File: src/rtl/minhash_pkg.sv
// minhash_pkg: shared constants, FSM state type and saturating counter helper for the MinHash sketch accumulator
package minhash_pkg;
  localparam int HASHER_DATA_BITS = 32;
  localparam logic [HASHER_DATA_BITS-1:0] SIG_MAX = '1;
  typedef enum logic {ST_IDLE, ST_ACCUM} state_t;
  function automatic logic [31:0] sat_inc(input logic [31:0] v, input int unsigned bits);
    logic [32:0] m;
    m = (33'(1) << bits) - 33'(1);
    return (33'(v) >= m) ? v : v + 32'd1;
  endfunction
endpackage

File: src/rtl/minhash_lane_min.sv
// minhash_lane_min: one lane's running unsigned minimum; ports clk, rst, clear (load all-ones, wins over en), en (fold sig_in), sig_in, acc_out
module minhash_lane_min #(
  parameter int W = 32
) (
  input  logic         clk,
  input  logic         rst,
  input  logic         clear,
  input  logic         en,
  input  logic [W-1:0] sig_in,
  output logic [W-1:0] acc_out
);
  logic [W-1:0] r_acc;
  always_ff @(posedge clk or posedge rst)
    if (rst) r_acc <= '1;
    else if (clear) r_acc <= '1;
    else if (en && sig_in < r_acc) r_acc <= sig_in;
  assign acc_out = r_acc;
endmodule

File: src/rtl/minhash_sketch_accum.sv
// minhash_sketch_accum: per-lane running minimum over a sequence; ports sig_* (input beats, valid/ready/last), out_* (held sketch + saturating k-mer count, valid/ready)
module minhash_sketch_accum
  import minhash_pkg::*;
#(
  parameter int HASHER_DATA_BITS = minhash_pkg::HASHER_DATA_BITS,
  parameter int NUM_HASHES       = 4,
  parameter int COUNT_BITS       = 16
) (
  input  logic                                   clk,
  input  logic                                   rst,
  input  logic                                   sig_valid,
  output logic                                   sig_ready,
  input  logic [NUM_HASHES*HASHER_DATA_BITS-1:0] sig_data,
  input  logic                                   sig_last,
  output logic                                   out_valid,
  input  logic                                   out_ready,
  output logic [NUM_HASHES*HASHER_DATA_BITS-1:0] out_sketch,
  output logic [COUNT_BITS-1:0]                  out_count
);
  localparam int W = HASHER_DATA_BITS;
  state_t                      r_state;
  state_t                      w_state_nxt;
  logic                        w_accept;
  logic [COUNT_BITS-1:0]       r_cnt;
  logic [COUNT_BITS-1:0]       w_cnt_base;
  logic [COUNT_BITS-1:0]       w_cnt_inc;
  logic [NUM_HASHES*W-1:0]     w_min;
  logic                        r_out_valid;
  logic [NUM_HASHES*W-1:0]     r_out_sketch;
  logic [COUNT_BITS-1:0]       r_out_count;
  assign sig_ready = ~r_out_valid | out_ready;
  assign w_accept  = sig_valid & sig_ready;
  always_ff @(posedge clk or posedge rst)
    if (rst) r_state <= ST_IDLE;
    else r_state <= w_state_nxt;
  always_comb w_state_nxt = !w_accept ? r_state : (sig_last ? ST_IDLE : ST_ACCUM);
  always_comb w_cnt_base = (r_state == ST_ACCUM) ? r_cnt : '0;
  assign w_cnt_inc = COUNT_BITS'(sat_inc(32'(w_cnt_base), COUNT_BITS));
  genvar i;
  generate
    for (i = 0; i < NUM_HASHES; i++) begin : g_lane
      logic [W-1:0] w_acc;
      logic [W-1:0] w_sig;
      assign w_sig = sig_data[i*W +: W];
      minhash_lane_min #(.W(W)) u_lane (
        .clk    (clk),
        .rst    (rst),
        .clear  (w_accept & sig_last),
        .en     (w_accept & ~sig_last),
        .sig_in (w_sig),
        .acc_out(w_acc)
      );
      // the last beat's own signatures must land in the emitted sketch
      assign w_min[i*W +: W] = (w_sig < w_acc) ? w_sig : w_acc;
    end
  endgenerate
  always_ff @(posedge clk or posedge rst)
    if (rst) r_cnt <= '0;
    else if (w_accept) r_cnt <= sig_last ? '0 : w_cnt_inc;
  always_ff @(posedge clk or posedge rst)
    if (rst) begin
      r_out_valid  <= 1'b0;
      r_out_sketch <= '1;
      r_out_count  <= '0;
    end else if (w_accept && sig_last) begin
      r_out_valid  <= 1'b1;
      r_out_sketch <= w_min;
      r_out_count  <= w_cnt_inc;
    end else if (out_ready) begin
      r_out_valid  <= 1'b0;
    end
  assign out_valid  = r_out_valid;
  assign out_sketch = r_out_sketch;
  assign out_count  = r_out_count;
endmodule

File: config.mk
export PLATFORM = sky130hd
export DESIGN_NAME = minhash_sketch_accum
export DESIGN_NICKNAME = d
export VERILOG_FILES = /design/src/rtl/minhash_pkg.sv /design/src/rtl/minhash_lane_min.sv /design/src/rtl/minhash_sketch_accum.sv
export SDC_FILE = /design/constraint.sdc
export NUM_CORES = 1
export LEC_CHECK = 0
export BUFFER_PORTS_ARGS = -buffer_cell sky130_fd_sc_hd__buf_2
export CORE_MARGIN = 1
export CORE_UTILIZATION = 45
export CTS_BUF_LIST = sky130_fd_sc_hd__clkbuf_4 sky130_fd_sc_hd__clkbuf_8
export CTS_CLUSTER_DIAMETER = 150
export DETAILED_ROUTE_END_ITERATION = 12
export PLACE_DENSITY = 0.72
export SYNTH_ARGS = -nofsm -noshare
export SYNTH_HDL_FRONTEND = slang
export SYNTH_SLANG_ARGS = --single-unit
File: constraint.sdc
create_clock -name clk -period 11.6 [get_ports clk]
set_input_delay 1.16 -clock clk [delete_from_list [all_inputs] [get_ports clk]]
set_output_delay 1.16 -clock clk [all_outputs]
set_load 0.02 [all_outputs]
== Yosys cells after proc, flatten, opt, wreduce, memory -nomap -nowiden ==
Index checks and enable logic that the tools add are counted.

* Output and inout bits: 146
* Register bits: 290

* Add/subtract/negate cells: 1
* $lt $le $gt $ge: 5
* Reductions and logical operators: 10
* Muxes and demuxes: 18
* Bitwise gates (word level): 6

{| class="wikitable"
|+ Operator list
! kind !! count
|-
| $mux W32 || 12
|-
| $lt A32 B32 Y1 || 4
|-
| $mux W16 || 3
|-
| $add A16 B1 Y16 const B || 1
|-
| $ge A16 B16 Y1 const B || 1
|-
| $reduce_bool A2 Y1 || 5
|-
| $logic_and A1 B1 Y1 || 5
|-
| $and A1 B1 Y1 || 3
|-
| $mux W1 || 3
|-
| $not A1 Y1 || 2
|-
| $or A1 B1 Y1 || 1
|}

== Longest topological paths before layout ==
* Depth after elaboration: 7
* Mapped depth: 12
* Depth with buffers taken out: 9

== By module ==
A second synthesis with hierarchy kept.

* Cell total of the unflattened synthesis: 2,075
* Area total of the unflattened synthesis: 19,592.5 µm²

{| class="wikitable"
|+ By module, submodules not included
! module !! times used !! sequential area each (µm²) !! cells each !! area each (µm²)
|-
| minhash_sketch_accum || 1 || 4,214.0 || 1,187 || 10,929.2
|-
| minhash_lane_min || 4 || 840.8 || 222 || 2,165.8
|}

== Worst setup path before layout ==
No wires, ideal clock.

* Path kind: input port to flip-flop
* Start point: in sig_data[17]
* End point: reg g_lane[0].u_lane.r_acc[0]
* Setup time: 0.084 ns
* Stages: 9
* Arrival: 3.290 ns
* Setup slack: 8.227 ns
* Path buffers: 1
* Required time: 11.516 ns
* Path through: ha_1 -> a21o_1 -> a211oi_2 -> o32ai_1 -> o21a_1 -> a2111oi_4 -> nand2_4 -> buf_6 -> o32a_1

* Cells in the longest elaborated chain, start to end: 3

{| class="wikitable"
|+ RTL lines
! element !! line !! text
|-
| start, declared || minhash_sketch_accum.sv:13 || <nowiki>input logic [NUM_HASHES*HASHER_DATA_BITS-1:0] sig_data,</nowiki>
|-
| $lt A32 B32 Y1 || minhash_lane_min.sv:16 || <nowiki>else if (en && sig_in < r_acc) r_acc <= sig_in;</nowiki>
|-
| $logic_and A1 B1 Y1 || minhash_lane_min.sv:16 ||
|-
| $reduce_bool A2 Y1 (no source line) || - ||
|-
| end signal, assigned || minhash_lane_min.sv:16 ||
|-
| end, declared || minhash_lane_min.sv:12 || <nowiki>logic [W-1:0] r_acc;</nowiki>
|}

No other way between the ends.
A chain may end at the register's enable or synchronous reset.

== Final worst setup path ==
* Start point: in sig_last
* End point: reg r_out_sketch[52] (netlist: out_sketch[52])

* Cells in the longest elaborated chain, start to end: 1

{| class="wikitable"
|+ RTL lines
! element !! line !! text
|-
| start, declared || minhash_sketch_accum.sv:14 || <nowiki>input logic sig_last,</nowiki>
|-
| $logic_and A1 B1 Y1 || minhash_sketch_accum.sv:65 || <nowiki>end else if (w_accept && sig_last) begin</nowiki>
|-
| end signal, assigned || minhash_sketch_accum.sv:67 || <nowiki>r_out_sketch <= w_min;</nowiki>
|-
| end, declared || minhash_sketch_accum.sv:29 || <nowiki>logic [NUM_HASHES*W-1:0] r_out_sketch;</nowiki>
|}

No other way between the ends.

==> flow_results.org <==
** Outcome
- The run finished with clean final reports.

** Pwr
- Switching power of the nets :: roughly 1100 µW
- The analysis attributes to cell leakage a power of 0.008832 µW.
- Sw Share :: 33.02%
- Total power after layout :: 3430 µW
- Relative contribution of sequential cells to total power :: 42.5%
- Internal power :: 2298 µW
- Per report_power, the clock group accounts for a little under 30% of the total.
- Maximum resistive drop on vdd :: approximately 0.00010 V
- Per report_power, the combinational group accounts for 27.8% of the total.
- For this design the ratio of total power to cell area is 186.0 nW/µm².

** Setup path
- Required time worst endpoint :: roughly 12000 ps
- Critical Path Source :: sig_last
- CP startpoint kind :: primary input
- For the worst flop-to-flop path, the logic depth is 7.
- CP Capture Type :: flop
- End of the critical path :: out_sketch[52]$_DFFE_PP1P_
- The setup check on the worst reg-to-reg path leaves a slack of about 7500 ps.
- Of all nets on the critical path, the largest fanout is 110.
- The critical path in this run is classified as in -> reg.
- Arrival time at the worst endpoint :: 5230 ps
- In this run the critical register-to-register path is captured at out_sketch[52]$_DFFE_PP1P_.
- Reg2Reg Launch Point :: out_valid$_DFFE_PP0P_

** Synth
- Of the synthesized area, sequential elements account for 48.42%.
- In the synthesized netlist the dominant register cell turns out to be dfstp_2.
- Mapped cell area :: between 15000 and 20000 µm²
- The synthesized netlist contains 62 unique library cells.
- The synthesized design contains 0 enable-type register cells.
- Cell type with the highest aggregate area in the netlist :: dfstp_2
- After synthesis, the share of flip-flops with an asynchronous set or reset is 100.0%.
- Yosys printed 0 warnings.
- Post-synth net total :: ~1.8k
- Post-Synthesis Cells :: about 1.5k
- In this run, synthesis produced a sequential element count of 290.
- Mapped Avg Cell Area :: roughly 10 µm²
- In this run the biggest area consumer among cell types represents 42.99% of the synthesized area.
- By area the synthesized netlist is led by dfstp_2 (43%), ha_1 (10%), mux2i_1 (8.3%).

** STA
- The worst pin sits at a relative slew slack of 27.13%.
- Final Critical Period :: 4731 ps
- Setup repair after global routing missed its margin :: no
- Final clock period utilization by the worst path :: between 40% and 50%
- Between clock sinks in the finished design, the worst skew comes to 17.59 ps.
- Setup Total Neg Slack :: 0 ps
- For the pin with the worst max-slew slack, the measured transition is 1093 ps.
- The worst path meets setup with 6869 ps of slack.
- The total count of hold-check failures in the final report is 0.
- Derived from the worst setup path, the maximum achievable clock frequency is 0.2114 GHz.
- Number of setup violations in the final report :: 0
- Final max-slew violation count :: 0

** Min path
- The worst hold path begins at out_count[1]$_DFFE_PP0P_.
- Along the worst hold path, the cell count comes to 2.
- In this run the worst hold path is classified as reg -> reg.

** Global route
- The initial antenna violation count was 8.
- Global Route Usage Sum :: between 20% and 30%
- Number of global-route vias before repair :: 12.46k
- Maximum number of pins on one net before global-route repair :: roughly 170
- The first global-routing pass estimated 62.94 mm of wire.
- Leftover overflow at the end of global routing :: 0

** Floorplan
- From left edge to right edge, the die measures 188.5 µm.
- Starting utilization of the core area :: 46.20%
- Full die area :: 35520 µm²
- The core region is 33870 µm².
- For this design the top-level I/O count stands at 279.
- In this run the vertical extent of the chip is 188.5 µm.
- After floorplanning, the core was divided into 67 placement rows.

** Drt
- Summed over all layers, the routed wires come to 38.70 mm.
- In the routed layout, each cell is associated on average with a via count of 5.468.
- The first routing iteration left 592 violations.
- Via Count :: 12.29k
- In this run the remaining antenna-violating nets after routing total 0.
- The pre-antenna-repair detailed-routing pass consisted of 4 iterations.
- In the final routed layout, each cell accounts on average for 17.22 µm.
- In the routed design, unresolved DRC markers number 0.

** Final layout
- Layout Area Growth over Synthesis :: 17.82%
- Ratio of cells with drive above 1 in the final layout :: a little over a third
- Leaving out fill and tap cells, the most frequent cell in the layout is buf_2.
- Commonest non-fill, non-tap cells in the layout :: buf_2 (278), dfstp_2 (256), a21oi_1 (185), nor2_1 (153), inv_1 (131)
- Number of nets in the layout :: just over 2k
- After filler insertion, the fill cell instance count of the layout stands at between 3k and 4k.

** Clock network
- Clock-pin slew on the worst setup and hold paths :: ~60 ps
- Deepest level of the CTS H-tree :: 2
- Root cell of the clock tree :: clkbuf_8
- Number of post-CTS setup repair buffers :: 0
- No sink is reached through more buffers than the 3 on the longest clock path.
- Count of hold buffers inserted by post-cts repair :: 0
- TritonCTS Buffers :: 53
- Clock tree from TritonCTS :: built
- CTS-repair resized insts :: 0
- Sink Count :: 290
- The clock reaches the later pin of the worst-skew pair after around 580 ps.

** Flow run
- Across the run, the number of max-cap violations was 0.

** Placed design
- Port Buf Inserts :: between 200 and 300
- Routability cong. :: 0.8705
- Detailed Place HPWL :: ~26 mm
- Before CTS, the worst setup slack after placement is 6283 ps.
==> how the worst min path moves through the flow <==
stage / end / slack (ps)
finish: out_count[1]$_DFFE_PP0P_ / 470
global route: out_count[11]$_DFFE_PP0P_ / 500
CTS: out_count[1]$_DFFE_PP0P_ / 480
detailed placement: out_count[14]$_DFFE_PP0P_ / 460
global placement: out_count[3]$_DFFE_PP0P_ / 460
floorplan: r_cnt[3]$_DFFE_PP0P_ / 470
==> registers in the layout, indices dropped and copies added, names as in the netlist <==
register / cells
r_cnt: 16
out_count: 16
g_lane.u_lane.acc_out: 128
out_sketch: 128
r_state: 1
out_valid: 1
==> cells by family after synthesis <==
logic type,Yosys count,share of synthesized area [%]
buffers and inverters,216,5.925
multiplexers,130,8.324
adder cells (fa/ha/maj),125,9.995
XOR/XNOR,11,0.6158
flip-flops,290,48.42
AO/OA/AOI/OAI,421,18.27
AND/OR/NAND/NOR,304,8.444
==> layer usage <==
metal | share of wire, % | GRT usage [%]
met5 | 0.059 | 0
met4 | 2.4 | 7.320
met3 | 7.5 | 5.811
met2 | 47 | 35.21
met1 | 43 | 28.00
==> metrics by stage <==
step           std cells  utilization, %  area [µm²]  hold WS (ps)
4_1_cts             2241           54.39       18420         480.3
3_3_place_gp        2152           51.15       17320         456.1
5_1_grt             2244           54.41       18430         495.3
2_1_floorplan       1497               -       15650         471.1
3_5_place_dp        2152           51.15       17320         460.4
6_report            2247           54.44       18440         472.0
==> cells in the mapped netlist (8+ instances only) <==
master / number
dfstp_2: 256
a21oi_1: 188
nor2_1: 154
inv_1: 132
mux2i_1: 129
ha_1: 125
o22a_1: 96
nand2_1: 76
clkbuf_1: 53
o21ai_0: 44
dfrtp_1: 34
o32a_1: 32
buf_2: 18
nand4_1: 18
nand3_1: 15
buf_6: 10
a21o_1: 8
xor2_1: 8
==> power by group through the flow <==
stage               clock network [µW]  registers (µW)  logic [µW]
floorplan                            0            1580         545
global placement                     0            1460         932
detailed placement                   0            1470         960
CTS                               1050            1460         963
global route                      1090            1480        1060
finish                            1020            1460         955
==> worst max-delay path, cell delays in order <==
cell and delay, ps:
buf_2 640, inv_1 370, nor2_4 840, buf_4 900
buf_4 960, nor2_1 90, a21oi_1 170
==> cell type report <==
class / instances / area, µm² / share of cell area (%)
flip-flops and latches: 290 / 7577 / 41.10
multi-input cells: 991 / 7179 / 38.94
repair buffers: 291 / 1501 / 8.144
clock buffers: 79 / 999.7 / 5.422
well taps: 448 / 560.5 / 3.040
inverters: 132 / 503.0 / 2.728
clock inverters: 10 / 100.1 / 0.5429
diodes: 6 / 15.01 / 0.08144
(Power assumes the default switching activity.)
